[src/rtl/dcache_mem_ctrl_pkg.sv]
// Shared types for the dcache <-> main-memory controller: bus command and
// access-size encodings, the queued request record, the MSHR record and the
// load-data extraction helpers.
`ifndef LSQSZ
`define LSQSZ 8
`endif

package dcache_mem_ctrl_pkg;

    localparam int LSQ_W_DEF = `LSQSZ;

    typedef enum logic [1:0] {
        BUS_NONE  = 2'd0,
        BUS_LOAD  = 2'd1,
        BUS_STORE = 2'd2
    } bus_cmd_e;

    typedef enum logic [1:0] {
        BYTE   = 2'd0,
        HALF   = 2'd1,
        WORD   = 2'd2,
        DOUBLE = 2'd3
    } mem_size_e;

    // One queued memory request. Loads keep the line-aligned address plus the
    // original byte offset and size so the MSHR can rebuild the load result.
    typedef struct packed {
        bus_cmd_e              cmd;
        logic [15:0]           addr;
        logic [63:0]           data;
        mem_size_e             size;
        logic [LSQ_W_DEF-1:0]  gnt;
        logic [2:0]            off;
    } mem_req_t;

    typedef struct packed {
        logic                  valid;
        logic [3:0]            tag;
        logic [15:0]           addr;
        mem_size_e             size;
        logic [LSQ_W_DEF-1:0]  gnt;
    } mshr_t;

    function automatic logic [63:0] size_mask(input mem_size_e sz);
        logic [63:0] m;
        case (sz)
            BYTE:    m = 64'h0000_0000_0000_00FF;
            HALF:    m = 64'h0000_0000_0000_FFFF;
            WORD:    m = 64'h0000_0000_FFFF_FFFF;
            DOUBLE:  m = 64'hFFFF_FFFF_FFFF_FFFF;
            default: m = 64'hFFFF_FFFF_FFFF_FFFF;
        endcase
        return m;
    endfunction

    function automatic logic [63:0] load_extract(input logic [63:0] line,
                                                 input logic [2:0]  off,
                                                 input mem_size_e   sz);
        return (line >> {off, 3'b000}) & size_mask(sz);
    endfunction

endpackage

[src/rtl/mem_req_fifo.sv]
// Request queue: up to three pushes per cycle (lanes packed in lane order
// behind the write pointer), one pop per cycle. An explicit occupancy count
// separates full from empty; count_next lets the owner look one cycle ahead.
module mem_req_fifo
    import dcache_mem_ctrl_pkg::*;
#(
    parameter int DEPTH = 8,
    parameter int AW    = $clog2(DEPTH)
) (
    input  logic             clock,
    input  logic             reset,
    input  logic [2:0]       push_en,
    input  mem_req_t [2:0]   push_req,
    input  logic             pop,
    output mem_req_t         head,
    output logic [AW:0]      count,
    output logic [AW:0]      count_next
);

    localparam int CW = AW + 1;

    mem_req_t       mem_r [DEPTH];
    logic [AW-1:0]  wr_ptr_r;
    logic [AW-1:0]  rd_ptr_r;
    logic [CW-1:0]  count_r;
    logic [AW-1:0]  slot_s [3];
    logic [1:0]     push_cnt_s;

    // Compact the valid lanes into consecutive slots behind the write pointer
    always_comb begin
        slot_s[0]  = wr_ptr_r;
        slot_s[1]  = wr_ptr_r + AW'(push_en[0]);
        slot_s[2]  = wr_ptr_r + AW'(push_en[0]) + AW'(push_en[1]);
        push_cnt_s = 2'(push_en[0]) + 2'(push_en[1]) + 2'(push_en[2]);
        count_next = count_r + CW'(push_cnt_s) - CW'(pop);
    end

    // Entry storage; occupancy is tracked by the count, so no reset is needed
    always_ff @(posedge clock) begin
        for (int i = 0; i < 3; i++) begin
            if (push_en[i]) begin
                mem_r[slot_s[i]] <= push_req[i];
            end
        end
    end

    // Pointers and occupancy count
    always_ff @(posedge clock or posedge reset) begin
        if (reset) begin
            wr_ptr_r <= '0;
            rd_ptr_r <= '0;
            count_r  <= '0;
        end else begin
            wr_ptr_r <= wr_ptr_r + AW'(push_cnt_s);
            rd_ptr_r <= rd_ptr_r + AW'(pop);
            count_r  <= count_next;
        end
    end

    assign head  = mem_r[rd_ptr_r];
    assign count = count_r;

endmodule

[src/rtl/dcache_mem_ctrl.sv]
// dcache main-memory sequencer: queues write-backs, store misses and load
// misses in arrival order, issues them one per cycle on the memory bus,
// tracks outstanding loads in MSHRs and completes them on tagged responses.
module dcache_mem_ctrl
    import dcache_mem_ctrl_pkg::*;
#(
    parameter int FIFO_DEPTH = 8,
    parameter int NUM_MSHR   = 4,
    parameter int LSQ_W      = LSQ_W_DEF
) (
    input  logic              clock,
    input  logic              reset,
    input  logic              wb_en,
    input  logic [15:0]       wb_addr,
    input  logic [63:0]       wb_data,
    input  logic              wr_en,
    input  logic [15:0]       wr_addr,
    input  logic [63:0]       wr_data,
    input  logic [1:0]        wr_size,
    input  logic              rd_en,
    input  logic [15:0]       rd_addr,
    input  logic [1:0]        rd_size,
    input  logic [LSQ_W-1:0]  rd_gnt,
    output logic              stall,
    output logic [1:0]        proc2mem_command,
    output logic [31:0]       proc2mem_addr,
    output logic [63:0]       proc2mem_data,
    output logic [1:0]        proc2mem_size,
    input  logic [3:0]        mem2proc_response,
    input  logic [63:0]       mem2proc_data,
    input  logic [3:0]        mem2proc_tag,
    output logic              fill_en,
    output logic [4:0]        fill_idx,
    output logic [7:0]        fill_tag,
    output logic [63:0]       fill_data,
    output logic [63:0]       ld_data,
    output logic [LSQ_W-1:0]  ld_feedback,
    output logic              idle
);

    localparam int AW = $clog2(FIFO_DEPTH);
    localparam int CW = AW + 1;
    localparam int MW = (NUM_MSHR > 1) ? $clog2(NUM_MSHR) : 1;

    localparam logic [1:0] ST_IDLE    = 2'd0;
    localparam logic [1:0] ST_ISSUE   = 2'd1;
    localparam logic [1:0] ST_BLOCKED = 2'd2;

    logic [2:0]      push_en_s;
    mem_req_t [2:0]  push_req_s;
    logic            pop_s;
    logic            alloc_s;
    mem_req_t        head_s;
    logic [CW-1:0]   count_s;
    logic [CW-1:0]   count_next_s;
    mshr_t           mshr_r [NUM_MSHR];
    logic            mshr_free_s;
    logic            mshr_busy_s;
    logic [MW-1:0]   alloc_idx_s;
    logic            hit_s;
    logic [MW-1:0]   hit_idx_s;
    logic [1:0]      state_s;
    logic            stall_r;

    // Build the three enqueue lanes in fixed order: write-back, store, load
    always_comb begin
        push_en_s = {rd_en, wr_en, wb_en};

        push_req_s[0].cmd  = BUS_STORE;
        push_req_s[0].addr = wb_addr;
        push_req_s[0].data = wb_data;
        push_req_s[0].size = DOUBLE;
        push_req_s[0].gnt  = '0;
        push_req_s[0].off  = 3'd0;

        push_req_s[1].cmd  = BUS_STORE;
        push_req_s[1].addr = wr_addr;
        push_req_s[1].data = wr_data;
        push_req_s[1].size = mem_size_e'(wr_size);
        push_req_s[1].gnt  = '0;
        push_req_s[1].off  = 3'd0;

        push_req_s[2].cmd  = BUS_LOAD;
        push_req_s[2].addr = {rd_addr[15:3], 3'b000};
        push_req_s[2].data = 64'h0;
        push_req_s[2].size = mem_size_e'(rd_size);
        push_req_s[2].gnt  = rd_gnt;
        push_req_s[2].off  = rd_addr[2:0];
    end

    mem_req_fifo #(
        .DEPTH (FIFO_DEPTH)
    ) u_fifo (
        .clock      (clock),
        .reset      (reset),
        .push_en    (push_en_s),
        .push_req   (push_req_s),
        .pop        (pop_s),
        .head       (head_s),
        .count      (count_s),
        .count_next (count_next_s)
    );

    // Lowest free MSHR for allocation, any-busy for idle, and response tag match
    always_comb begin
        mshr_free_s = 1'b0;
        mshr_busy_s = 1'b0;
        alloc_idx_s = '0;
        hit_s       = 1'b0;
        hit_idx_s   = '0;
        for (int i = NUM_MSHR - 1; i >= 0; i--) begin
            if (!mshr_r[i].valid) begin
                mshr_free_s = 1'b1;
                alloc_idx_s = MW'(i);
            end else begin
                mshr_busy_s = 1'b1;
            end
            if (mshr_r[i].valid && (mem2proc_tag != 4'd0) && (mshr_r[i].tag == mem2proc_tag)) begin
                hit_s     = 1'b1;
                hit_idx_s = MW'(i);
            end
        end
    end

    // Issue state: a load at the head waits for an MSHR, blocking everything behind it
    always_comb begin
        if (count_s == CW'(0)) begin
            state_s = ST_IDLE;
        end else if ((head_s.cmd == BUS_LOAD) && !mshr_free_s) begin
            state_s = ST_BLOCKED;
        end else begin
            state_s = ST_ISSUE;
        end
    end

    // Present the head on the bus; pop only when memory accepts it
    always_comb begin
        proc2mem_command = BUS_NONE;
        proc2mem_addr    = 32'h0;
        proc2mem_data    = 64'h0;
        proc2mem_size    = BYTE;
        pop_s            = 1'b0;
        alloc_s          = 1'b0;
        case (state_s)
            ST_ISSUE: begin
                proc2mem_command = head_s.cmd;
                proc2mem_addr    = {16'h0000, head_s.addr};
                proc2mem_data    = head_s.data;
                proc2mem_size    = (head_s.cmd == BUS_LOAD) ? DOUBLE : head_s.size;
                pop_s            = (mem2proc_response != 4'd0);
                alloc_s          = (mem2proc_response != 4'd0) && (head_s.cmd == BUS_LOAD);
            end
            ST_IDLE, ST_BLOCKED: begin
                proc2mem_command = BUS_NONE;
            end
            default: begin
                proc2mem_command = BUS_NONE;
            end
        endcase
    end

    // MSHR table: free on a matching response, allocate on an accepted load
    always_ff @(posedge clock or posedge reset) begin
        if (reset) begin
            for (int i = 0; i < NUM_MSHR; i++) begin
                mshr_r[i] <= '0;
            end
        end else begin
            for (int i = 0; i < NUM_MSHR; i++) begin
                if (hit_s && (hit_idx_s == MW'(i))) begin
                    mshr_r[i].valid <= 1'b0;
                end
                if (alloc_s && (alloc_idx_s == MW'(i))) begin
                    mshr_r[i].valid <= 1'b1;
                    mshr_r[i].tag   <= mem2proc_response;
                    mshr_r[i].addr  <= {head_s.addr[15:3], head_s.off};
                    mshr_r[i].size  <= head_s.size;
                    mshr_r[i].gnt   <= head_s.gnt;
                end
            end
        end
    end

    // Complete a load in the cycle its tagged response arrives
    always_comb begin
        if (hit_s) begin
            fill_en     = 1'b1;
            fill_idx    = mshr_r[hit_idx_s].addr[7:3];
            fill_tag    = mshr_r[hit_idx_s].addr[15:8];
            fill_data   = mem2proc_data;
            ld_data     = load_extract(mem2proc_data, mshr_r[hit_idx_s].addr[2:0], mshr_r[hit_idx_s].size);
            ld_feedback = mshr_r[hit_idx_s].gnt;
        end else begin
            fill_en     = 1'b0;
            fill_idx    = 5'd0;
            fill_tag    = 8'd0;
            fill_data   = 64'h0;
            ld_data     = 64'h0;
            ld_feedback = '0;
        end
    end

    // Back-pressure: fewer than three slots free after this cycle's push and pop
    always_ff @(posedge clock or posedge reset) begin
        if (reset) begin
            stall_r <= 1'b0;
        end else begin
            stall_r <= ((CW'(FIFO_DEPTH) - count_next_s) < CW'(3));
        end
    end

    assign stall = stall_r;
    assign idle  = (count_s == CW'(0)) && !mshr_busy_s;

endmodule
[config.mk]
export PLATFORM = sky130hd
export DESIGN_NAME = dcache_mem_ctrl
export DESIGN_NICKNAME = d
export VERILOG_FILES = /design/src/rtl/dcache_mem_ctrl_pkg.sv /design/src/rtl/mem_req_fifo.sv /design/src/rtl/dcache_mem_ctrl.sv
export SDC_FILE = /design/constraint.sdc
export NUM_CORES = 2
export LEC_CHECK = 0
export CAP_MARGIN = 20
export CORE_MARGIN = 2
export CORE_UTILIZATION = 45
export CTS_CLUSTER_DIAMETER = 120
export CTS_CLUSTER_SIZE = 10
export DETAILED_ROUTE_END_ITERATION = 16
export PLACE_DENSITY = 0.68
export REMOVE_ABC_BUFFERS = 1
export SETUP_SLACK_MARGIN = 0.4
export SLEW_MARGIN = 5
export SYNTH_ARGS = -nofsm -noshare
export SYNTH_HDL_FRONTEND = slang
export SYNTH_SLANG_ARGS = --single-unit
[constraint.sdc]
create_clock -name clock -period 4.3 [get_ports clock]
set_input_delay 0.86 -clock clock [delete_from_list [all_inputs] [get_ports clock]]
set_output_delay 0.86 -clock clock [all_outputs]
set_load 0.01 [all_outputs]
==> results.yml <==
power_and_ir_drop:
  p_leak_uw: 0.02658
  total_power_uw: 54520
  peakVddDrop_v: 0.0008510
  powerDensity_nw_per_um2: 890.7
die:
  die_h_microns: 331.0
  die_w_microns: 331.0
  initial_utilization: 0.4551
  dieArea_sq_um: 109500
  core-area_sq_um: 105700
  io_pins: 517
  rows: 119
clocking:
  worstSkewPairLatency_ns: 0.70
  clockRootBuffer: "clkbuf_16"
  clockBufferDepth: 3
  cts.sinks: 895
  cts_tree: "yes"
  cts-buffers-inserted: 99
  postCtsHoldBufs: 0
  h-tree-depth: 3
  clk_pin_slew_worst_paths_ns: 0.06
setup_path:
  critPathRequiredTime_ns: 3.44
  path_max_fanout: 8
  crit_arrival_ns: 3.69
  critPathCaptureType: "output pin"
  crit_type: "reg -> out"
  r2r_cells: 16
  start_kind: "flip-flop"
synthesis:
  synth_top_family_by_area: "multiplexers"
  yosys.area_share.simple: 0.1055
  synth_top_area_share: 0.2297
  syn_avg_cell_area_sq_um: 10.25
  synth.distinct_cells: 71
  synth_edf_count: 208
  yosys.cell_count.top_type: "nor2_1"
  synthAdderAreaFrac: 0.004109
  synth_area_leader_cell: "dfxtp_1"
  synth_xor_xnor_area_share: 0.004187
  syn_inst: 4695
  syn-cell-area_sq_um: 48110
  ys_ff_latch: 895
  synthMuxAreaShare: 0.2712
  ys.flop_type: "dfxtp_1"
  yosysWarnings: 0
  ys_top_cells_by_area: "dfxtp_1, mux2i_1, edfxtp_1"
  async_flop_share: 0.1508
  ys_top_cells_by_count: "nor2_1, mux2i_1, dfxtp_1, a211oi_1, clkbuf_1"
  synth-compound-area-share: 0.1322
  ys_seq_area_frac: 0.4298
timing:
  skew_ns: 0.03225
  rsz0062_at_grt: "yes"
  min_period_over_period: 1.059
  hold_viol_final: 0
  worstMarginPinSlew_ns: 0.9696
  max-slew-margin-rel: 0.3536
  worst_slack_ns: -0.2550
  finalSetupTns_ns: -9.381
  fmax_mhz: 219.5
  finalMaxSlewViolations: 0
  whs_ns: 0.4677
  period_needed_ns: 4.555
  setup_viol: 66
place:
  port_buffers: 500
  pre_cts_slack_ns: -1.106
  gp_congestion: 0.8982
  dp_cells: 6216
  dp_hpwl_mm: 94.99
worst_hold_path:
  hold_depth: 2
  hold_class: "reg -> reg"
global_routing:
  grt_overflow_total: 0
  grt_pass1_vias: 39003
  gr-usage-all-layers: 0.2981
  antenna_found_initial: 36
  grt_pass1_wl_mm: 248.9
  grt_max_degree: 127
drt:
  num_vias: 40059
  drtIter0Drc: 3661
  wl_mm: 170.3
  drcViolationCount: 0
  ant_nets: 0
  wl_per_cell_microns: 26.21
  firstDrtPassIters: 6
  vias_per_cell: 6.163
run_status:
  violations: "setup timing"
  status: "finished with violations"
final_layout:
  final_layout_size_suffix_gt1_frac: 0.2357
  fin_cells: 6500
  area_growth_pct: 27.25
  layout.nets: 5339
flow_run:
  cap_violations: 0
final timing paths:
kind / from / to / slack (ns)
min in group asynchronous: reset / mshr_r[117] / 0.70
min reg2reg: u_fifo.mem_r[3][93] / u_fifo.mem_r[3][93] / 0.47
max: mshr_r[59] / ld_data[3] / -0.25
max reg2reg: u_fifo.rd_ptr_r[1] / stall / 0.48
min: u_fifo.mem_r[3][93] / u_fifo.mem_r[3][93] / 0.47
max in group asynchronous: reset / mshr_r[4] / 2.87
flip-flops by register name, indices dropped and copies added (netlist names):
register	cells
u_fifo.mem_r	760
u_fifo.wr_ptr_r	3
u_fifo.count	4
u_fifo.rd_ptr_r	3
stall	1
mshr_r	124
power breakdown:
group          leakage (uW)  switching (uW)  internal, uW
logic                0.0172           16300         15100
registers           0.00805            1990         13600
clock network       0.00132            3420          4230
cell families after synthesis:
kind of cell               count (synthesis)
AOI/OAI and AO/OA                        911
xor gates and xnor gates                  23
adders and majority gates                 14
buffers and inverters                    635
DFF                                      895
muxes                                   1050
other                                      1
and+or+nand+nor                         1166
stage by stage:
step	utilization	cell area, sq um
CTS	0.5620	59410
finish	0.5791	61220
global route	0.5789	61200
detailed placement	0.5218	55160
global placement	0.5218	55160
floorplan	-	45730
worst max-delay path, stage by stage (launching register included):
cell	delay (ns)
dfrtp_1	0.38
or4_1	0.50
nand4_1	0.12
buf_6	0.15
or2_4	0.14
nor3_4	0.04
buf_6	0.14
a221oi_4	0.32
buf_6	0.17
buf_8	0.14
buf_6	0.15
mux2i_4	0.26
o22ai_2	0.12
a31o_2	0.25
buf_6	0.13
metal layers:
layer / GRT usage / share of wire / vias to the layer above
li1: - / - / 17801
met1: 0.4003 / 0.41 / 19818
met2: 0.4870 / 0.47 / 2003
met3: 0.05727 / 0.091 / 387
met4: 0.09381 / 0.029 / 50
met5: 0 / 0.0020 / -
final cells by class:
class,count,area (sq um)
fill,8680,44500
multi-input combinational,3180,26820
sequential,895,20690
timing repair buffer,856,9091
clock buffer,128,2586
tap,1391,1740
clock inverter,8,142.6
inverter,28,112.6
antenna,14,35.03
placed cells by master (no fill, tap or decap), types with 11 or more instances in the layout:
master | Yosys | layout
mux2i_4 | 0 | 18
dlymetal6s2s_1 | 0 | 57
a21oi_1 | 117 | 114
clkdlybuf4s50_1 | 0 | 262
buf_8 | 0 | 18
a211oi_1 | 544 | 537
xnor2_1 | 14 | 11
diode_2 | 0 | 14
edfxtp_1 | 208 | 208
a22oi_2 | 0 | 16
mux4_2 | 190 | 190
buf_16 | 0 | 12
clkbuf_1 | 364 | 29
buf_4 | 20 | 171
o21ai_1 | 1 | 15
mux2_2 | 93 | 69
nor3_2 | 1 | 11
o21ai_0 | 106 | 89
conb_1 | 1 | 16
dfrtp_1 | 135 | 132
nand2_1 | 103 | 88
nor2_1 | 790 | 712
clkbuf_16 | 0 | 102
buf_2 | 34 | 89
a22oi_1 | 62 | 46
and2_1 | 159 | 155
dfxtp_1 | 552 | 552
inv_1 | 28 | 26
mux2_4 | 9 | 33
buf_12 | 0 | 77
mux2i_1 | 758 | 734
nand3_1 | 32 | 15
clkbuf_2 | 17 | 11
buf_6 | 3 | 145
nor2_4 | 0 | 69
o22ai_2 | 0 | 14
repair_timing:
action / in CTS / in global routing
setup buffers: 67 / 53
setup endpoints to repair: 235 / 234
pin swaps: 61 / 73
resized for setup: 837 / 481
endpoints found under the hold margin: 0 / 0
gates cloned: 9 / 5
Power figures use the tool's default switching activity.
